[config.mk]
export PLATFORM = sky130hd
export DESIGN_NAME = fetch_queue
export DESIGN_NICKNAME = d
export VERILOG_FILES = /design/src/rtl/fetch_queue.sv
export SDC_FILE = /design/constraint.sdc
export NUM_CORES = 1
export LEC_CHECK = 0
export CORE_MARGIN = 5
export CORE_UTILIZATION = 55
export DETAILED_ROUTE_END_ITERATION = 8
export MAX_ROUTING_LAYER = met4
export PLACE_DENSITY_LB_ADDON = 0.12
export SYNTH_ARGS = -nofsm -noshare
export SYNTH_HDL_FRONTEND = slang
export SYNTH_SLANG_ARGS = --single-unit
[constraint.sdc]
create_clock -name clk -period 6.3 [get_ports clk]
set_clock_uncertainty 0.15 [all_clocks]
set_input_delay 0.63 -clock clk [delete_from_list [all_inputs] [get_ports clk]]
set_output_delay 0.63 -clock clk [all_outputs]
set_load 0.05 [all_outputs]
[src/rtl/fetch_queue.sv]
// fetch_queue: instruction-fetch unit for the CPU15 core.
//
// Owns the program counter and drives a synchronous instruction ROM. The ROM
// registers its address and returns data one cycle later. Returned words go
// into a small prefetch FIFO and are handed to decode over a valid/ready
// handshake. A redirect loads a new PC and flushes everything queued or in
// flight. Clearing enable stops new fetches, but an outstanding read still
// lands and the FIFO keeps draining.
//
// Ports:
//   clk          system clock, all state on the rising edge
//   reset_n      synchronous active-low reset
//   enable       1 = new ROM fetches may be issued
//   rom_addr     ROM address (combinational: redirect target or current PC)
//   rom_q        ROM data for the address presented in the previous cycle
//   redirect     load redirect_pc and flush the queue
//   redirect_pc  redirect target
//   instr_valid  FIFO head valid
//   instr_ready  decode accepts the head
//   instr_data   head instruction word
//   instr_pc     address of the head instruction
//   q_count      number of FIFO entries

module fetch_queue #(
  parameter int unsigned ADDR_W   = 8,
  parameter int unsigned DATA_W   = 15,
  parameter int unsigned DEPTH    = 4,
  parameter int unsigned RESET_PC = 0
) (
  input  logic                   clk,
  input  logic                   reset_n,
  input  logic                   enable,
  output logic [ADDR_W-1:0]      rom_addr,
  input  logic [DATA_W-1:0]      rom_q,
  input  logic                   redirect,
  input  logic [ADDR_W-1:0]      redirect_pc,
  output logic                   instr_valid,
  input  logic                   instr_ready,
  output logic [DATA_W-1:0]      instr_data,
  output logic [ADDR_W-1:0]      instr_pc,
  output logic [$clog2(DEPTH):0] q_count
);

  localparam int unsigned PtrW = $clog2(DEPTH);
  localparam int unsigned CntW = PtrW + 1;

  localparam logic [ADDR_W-1:0] ResetPc = ADDR_W'(RESET_PC);
  // One bit wider than the count so count + pending cannot overflow.
  localparam logic [CntW:0]     DepthW  = (CntW + 1)'(DEPTH);

  // Architectural state.
  logic [ADDR_W-1:0] pc_q, pc_d;
  logic              pending_q, pending_d;
  logic [ADDR_W-1:0] pending_pc_q, pending_pc_d;
  logic [PtrW-1:0]   rd_ptr_q, rd_ptr_d;
  logic [PtrW-1:0]   wr_ptr_q, wr_ptr_d;
  logic [CntW-1:0]   count_q, count_d;

  // FIFO storage: one {pc, data} pair per entry.
  logic [ADDR_W-1:0] pc_mem_q   [DEPTH];
  logic [DATA_W-1:0] data_mem_q [DEPTH];

  logic          issue;
  logic          push;
  logic          pop;
  logic [CntW:0] credit;

  // Redirect drives the ROM directly so the target is fetched in the same
  // cycle; this is what keeps the redirect penalty at two cycles.
  assign rom_addr = redirect ? redirect_pc : pc_q;

  // Entries held plus the one read in flight must leave room for the word we
  // are about to request, so a push can never find the FIFO full.
  assign credit = {1'b0, count_q} + {{CntW{1'b0}}, pending_q};

  assign issue = reset_n & (redirect | (enable & (credit < DepthW)));

  // Redirect squashes both the word arriving from the ROM and any pop.
  assign push = pending_q & ~redirect;
  assign pop  = instr_valid & instr_ready & ~redirect;

  // Fetch-side next state.
  always_comb begin
    pc_d         = pc_q;
    pending_d    = 1'b0;
    pending_pc_d = pending_pc_q;
    if (issue) begin
      pending_d    = 1'b1;
      pending_pc_d = rom_addr;
      pc_d         = rom_addr + ADDR_W'(1);
    end
  end

  // Queue-side next state.
  always_comb begin
    rd_ptr_d = rd_ptr_q;
    wr_ptr_d = wr_ptr_q;
    count_d  = count_q;
    if (redirect) begin
      rd_ptr_d = '0;
      wr_ptr_d = '0;
      count_d  = '0;
    end else begin
      // DEPTH is a power of two, so the pointers wrap naturally.
      if (push) begin
        wr_ptr_d = wr_ptr_q + PtrW'(1);
      end
      if (pop) begin
        rd_ptr_d = rd_ptr_q + PtrW'(1);
      end
      case ({push, pop})
        2'b10:   count_d = count_q + CntW'(1);
        2'b01:   count_d = count_q - CntW'(1);
        default: count_d = count_q;
      endcase
    end
  end

  always_ff @(posedge clk) begin
    if (!reset_n) begin
      pc_q         <= ResetPc;
      pending_q    <= 1'b0;
      pending_pc_q <= '0;
      rd_ptr_q     <= '0;
      wr_ptr_q     <= '0;
      count_q      <= '0;
      // Storage is cleared so the head reads as zero right after reset.
      pc_mem_q     <= '{default: '0};
      data_mem_q   <= '{default: '0};
    end else begin
      pc_q         <= pc_d;
      pending_q    <= pending_d;
      pending_pc_q <= pending_pc_d;
      rd_ptr_q     <= rd_ptr_d;
      wr_ptr_q     <= wr_ptr_d;
      count_q      <= count_d;
      if (push) begin
        pc_mem_q[wr_ptr_q]   <= pending_pc_q;
        data_mem_q[wr_ptr_q] <= rom_q;
      end
    end
  end

  assign instr_valid = (count_q != '0);
  assign instr_data  = data_mem_q[rd_ptr_q];
  assign instr_pc    = pc_mem_q[rd_ptr_q];
  assign q_count     = count_q;

endmodule

* Word-level counts from Yosys, hierarchy flattened
Cells that the tools add are included.
Word-level totals: bits in registers 116, bits of input ports 28, output and inout port bits 35
Cells by class: $add $sub $neg 6, $lt $le $gt $ge 4, eq/ne operators 2, muxes and demuxes 15, bitwise logic cells 10, reductions and logical operators 4
Operators with widths (count):
- 60-bit bitwise mux | 1
- 15-bit two-way mux | 3
- 32-bit bitwise mux | 1
- 8-bit two-way mux | 4
- 15-bit binary-select mux with 2-bit select | 1
- 15-bit demux with 2-bit select | 1
- 8-bit binary-select mux with 2-bit select | 1
- 8-bit demux with 2-bit select | 1
- 8-bit by 1-bit adder with 8-bit output (second input constant) | 1
- 3-bit >= comparator (second input constant) | 2
- 2-bit inverter with 3-bit output | 2
- 3-bit case mux with 2 select lines | 1
- 1-bit bitwise AND | 5
- 2-bit by 1-bit adder with 2-bit output (second input constant) | 2
- 3-bit by 1-bit adder with 4-bit output | 1
- 4-bit by 3-bit less-than comparator with 1-bit output (second input constant) | 1
- 3-bit by 1-bit adder with 3-bit output (second input constant) | 1
- 3-bit by 1-bit less-than comparator with 1-bit output (second input constant) | 1
- 3-bit nonzero test | 1
- 3-bit by 1-bit subtractor with 3-bit output (second input constant) | 1
- 2-bit by 1-bit equality test with 1-bit output (second input constant) | 1
- 2-bit equality test (second input constant) | 1
- 1-bit inverter | 2
- 2-bit nonzero test | 1
- other kinds (4) | 4

* Longest topological paths before layout
word-level depth 6, depth in mapped cells 9, mapped depth without buffers 8

* Worst setup path after synthesis
Ideal clock, no wire load.
kind register to register, start reg count_q[0] (netlist: q_count[0]), end reg count_q[2] (netlist: q_count[2]), library setup time 70 ps, arrival time 2585 ps, slack 3495 ps, stages on the path, launching flop included 9, buffers on the path 0, period minus slack after synthesis 2805 ps, cell sequence dfxtp_1 > or3_1 > and3b_1 > ha_1 > inv_1 > fa_1 > xor2_1 > or3_1 > a21oi_1
On the way: word-level cells in the longest chain between the ends 5, elaborated cells on any way between the ends 9, classes of those cells 2 x add/sub; 2 x eq/ne; 1 x mux; 2 x bitwise; 2 x reduce/logical
Ends and longest elaborated chain:
- start, declared | line 57 | logic [CntW-1:0] count_q, count_d;
- start signal, assigned | line 136 | count_q <= count_d;
- 3-bit nonzero test (*) | line 144 | assign instr_valid = (count_q != '0);
- net instr_valid | line 37 | output logic instr_valid,
- 1-bit bitwise AND (*) (2 in a row) | line 80 | assign pop = instr_valid & instr_ready & ~redirect;
- net pop | line 65 | logic pop;
- 2-bit by 1-bit equality test with 1-bit output or 2-bit equality test (tied branches) | line 111 | case ({push, pop})
- 3-bit case mux with 2 select lines or 2-bit nonzero test (tied branches)
Mark *: on every way through the listed nets, which the timed path passes. The rest lies on a longest branch. A chain may end at the register's enable or synchronous reset.

* Final worst setup path
start in redirect, end out rom_addr[4]
On the way: word-level cells in the longest chain between the ends 1
Ends and longest elaborated chain:
- start, declared | line 35 | input logic redirect,
- 8-bit two-way mux | line 70 | assign rom_addr = redirect ? redirect_pc : pc_q;
- end, declared | line 33 | output logic [ADDR_W-1:0] rom_addr,
Every way passes these cells.

==> run metrics <==
status finished, final reports clean; Max IR drop VDD 0.165 mV; RSZ-0062 raised after global routing no; TritonCTS clock tree yes; Mapped Area 5020 sq um; Routed wire per std cell 16.3 um; fin area 6160 sq um; EDFF count, synth 0; CTS Sinks 116; Yosys Warn Count 0; DRT Wirelength 12000 um; TNS Setup 0 ns; CP startpoint redirect; Hold Path Class reg2reg; Die X 106 um; Ant. Diodes 0; Final nets 654; Slew @ Worst Pin 1.10 ns; post-cts resize count 0; Final period util 56.6%; I/O Pins 63; pre-CTS setup slack 2.75 ns; R2R setup slack 4.07 ns; violation count after the first detailed-route iteration 287; final setup vio count 0; row count 34; syn nets 614; share of cells above drive strength 1 10.1%; FF-to-FF Start q_count[0]; Remaining Overflow, GRT 0; via count 4130; minimum clock period 3.56 ns; Reg area 2320 sq um; largest net degree at the start of global routing 74; CP startpoint kind input port; Avg Cell Area, Syn 8.67 sq um; Worst Path Class, Setup in2out; area delta synth->final 22.7%; Synth Instances 579; Worst Path Arrival 2.78 ns; cells on worst reg2reg path 8; initial antenna violation count 0; first-pass GRT wire length 19800 um; Max Cap Viol 0; fmax 281 MHz; Avg Vias per Cell 5.58; setup repair bufs after CTS 0; Hold-fix buffers, CTS 0; endpoint class of the critical path output pin; H-Tree Depth 4; Min Hold Slack 0.304 ns; GPL Wtd Cong 0.846; Die Footprint 11100 sq um; height of the die 106 um; worst setup path endpoint rom_addr[4]; Final Hold Fails 0; flops & latches, synth 116; GR Util All Layers 23.0%; FFs w/ async S/R, synth 0%; CTS root buf clkbuf_8; crit-path max FO 20; FF-to-FF End q_count[2]; Bufs on Longest Clock Path 2; worst setup margin 2.74 ns; drt first pass iters 5; # port buffers 62; DRC errors left 0; area of the multi-input gates 2410 sq um; Starting Density 57.0%; Placed Area 5560 sq um; vias in the first global route 4050; fillcell total 690; TritonCTS Buffers 17; Leak 0.00211 uW; register area share after synthesis 46.3%; clock slew seen by the registers of the worst setup and hold paths 0.05 ns; Slew Limit Fails 0; Final HPWL DP 7110 um; post-synth cell types 44; Top FF cell, synth dfxtp_1; Slew HR 26.3%; CP required 5.52 ns; Pwr Density 305 nW/um^2; core box area 8810 sq um; post-route ant nets 0; clk_lat worst skew 0.51 ns
-- critical path: stages --
cell	delay, ns
clkdlybuf4s50_1	0.91
mux2i_1	0.38
inv_1	0.13
clkdlybuf4s50_1	0.72
-- Yosys cell counts, drive strengths merged (3+ instances only) --
cell	count	area, sq um
o211ai	3	27.5
mux2i	5	50.1
nand4	3	18.8
dfxtp	116	2320
or3	4	25.0
nand2	198	743
a21oi	99	495
mux2	4	48.8
nand3	5	25.0
mux4	23	518
a211oi	5	37.5
buf	33	196
inv	11	41.3
and3b	3	26.3
xnor2	6	52.6
nor2	17	63.8
clkbuf	11	42.5
and2	4	25.0
ha	6	75.1
-- per-layer routing --
| metal | vias up | share of wire [%] | GRT usage, % | wire, um |
|---|---|---|---|---|
| li1 | 2041 | - | - | - |
| met1 | 1943 | 42 | 27.0 | 5060 |
| met2 | 140 | 51 | 38.1 | 6110 |
| met3 | 6 | 6.7 | 7.46 | 809 |
| met4 | 0 | 0.47 | 6.29 | 57 |
| met5 | - | 0 | - | 0 |
-- worst min path at each step --
stage / cells past startpoint / slack (ns) / start / to
after floorplan: 2 / 0.28 / data_mem_q[29] / data_mem_q[29]
after global placement: 2 / 0.29 / data_mem_q[15] / data_mem_q[15]
after detailed placement: 2 / 0.30 / data_mem_q[7] / data_mem_q[7]
after CTS: 2 / 0.30 / pc_mem_q[20] / pc_mem_q[20]
after global routing: 2 / 0.32 / data_mem_q[59] / data_mem_q[59]
final: 2 / 0.30 / pc_mem_q[26] / pc_mem_q[26]
-- layout by cell type, fill, tap and decap left out, types with 3 or more instances in the layout --
cell	n
ha_1	6
nand2_1	198
and3b_1	3
clkdlybuf4s50_1	62
clkbuf_8	3
clkbuf_16	16
bufinv_16	3
mux2_2	3
clkinvlp_4	5
mux4_2	23
a211oi_1	5
or3_1	4
xnor2_1	6
dfxtp_1	116
and2_1	4
buf_4	3
nand3_1	5
nand4_1	3
inv_1	11
a21oi_1	99
mux2i_1	5
nor2_1	17
-- layout make-up --
| cell class | instances | share of cell area, % |
|---|---|---|
| multi-input cells | 407 | 39.2 |
| flip-flops and latches | 116 | 37.7 |
| repair buffers | 65 | 10.4 |
| clock buffers | 20 | 7.23 |
| clock inverters | 12 | 2.52 |
| well taps | 108 | 2.19 |
| inverters | 12 | 0.732 |
-- sequential cells by signal, indices dropped and copies added (netlist names) --
register,count
rd_ptr_q,2
pc_mem_q,32
pending_pc_q,8
wr_ptr_q,2
pending_q,1
pc_q,8
q_count,3
data_mem_q,60
-- logic make-up after synthesis --
family / share of synthesized area [%]
buffers and inverters: 5.66
flip-flops: 46.3
AND/OR/NAND/NOR: 19.7
XOR/XNOR: 1.40
adder cells (fa/ha/maj): 1.90
AO/OA/AOI/OAI: 12.8
multiplexers: 12.3
-- power breakdown --
part	switching (uW)	internal, uW	leakage [uW]	total, uW
registers	13.9	751	0.000940	765
clock network	333	622	0.000279	955
logic	98.7	60.9	0.000893	160
-- per-stage QoR --
stage / util [%] / std cells / power, uW
2_1_floorplan: - / 579 / 882
3_3_place_gp: 63.1 / 708 / 937
3_5_place_dp: 63.1 / 708 / 939
4_1_cts: 69.9 / 740 / 1890
5_1_grt: 69.9 / 740 / 1950
6_report: 69.9 / 740 / 1880
Note: power is estimated with default switching activity, not from simulation.
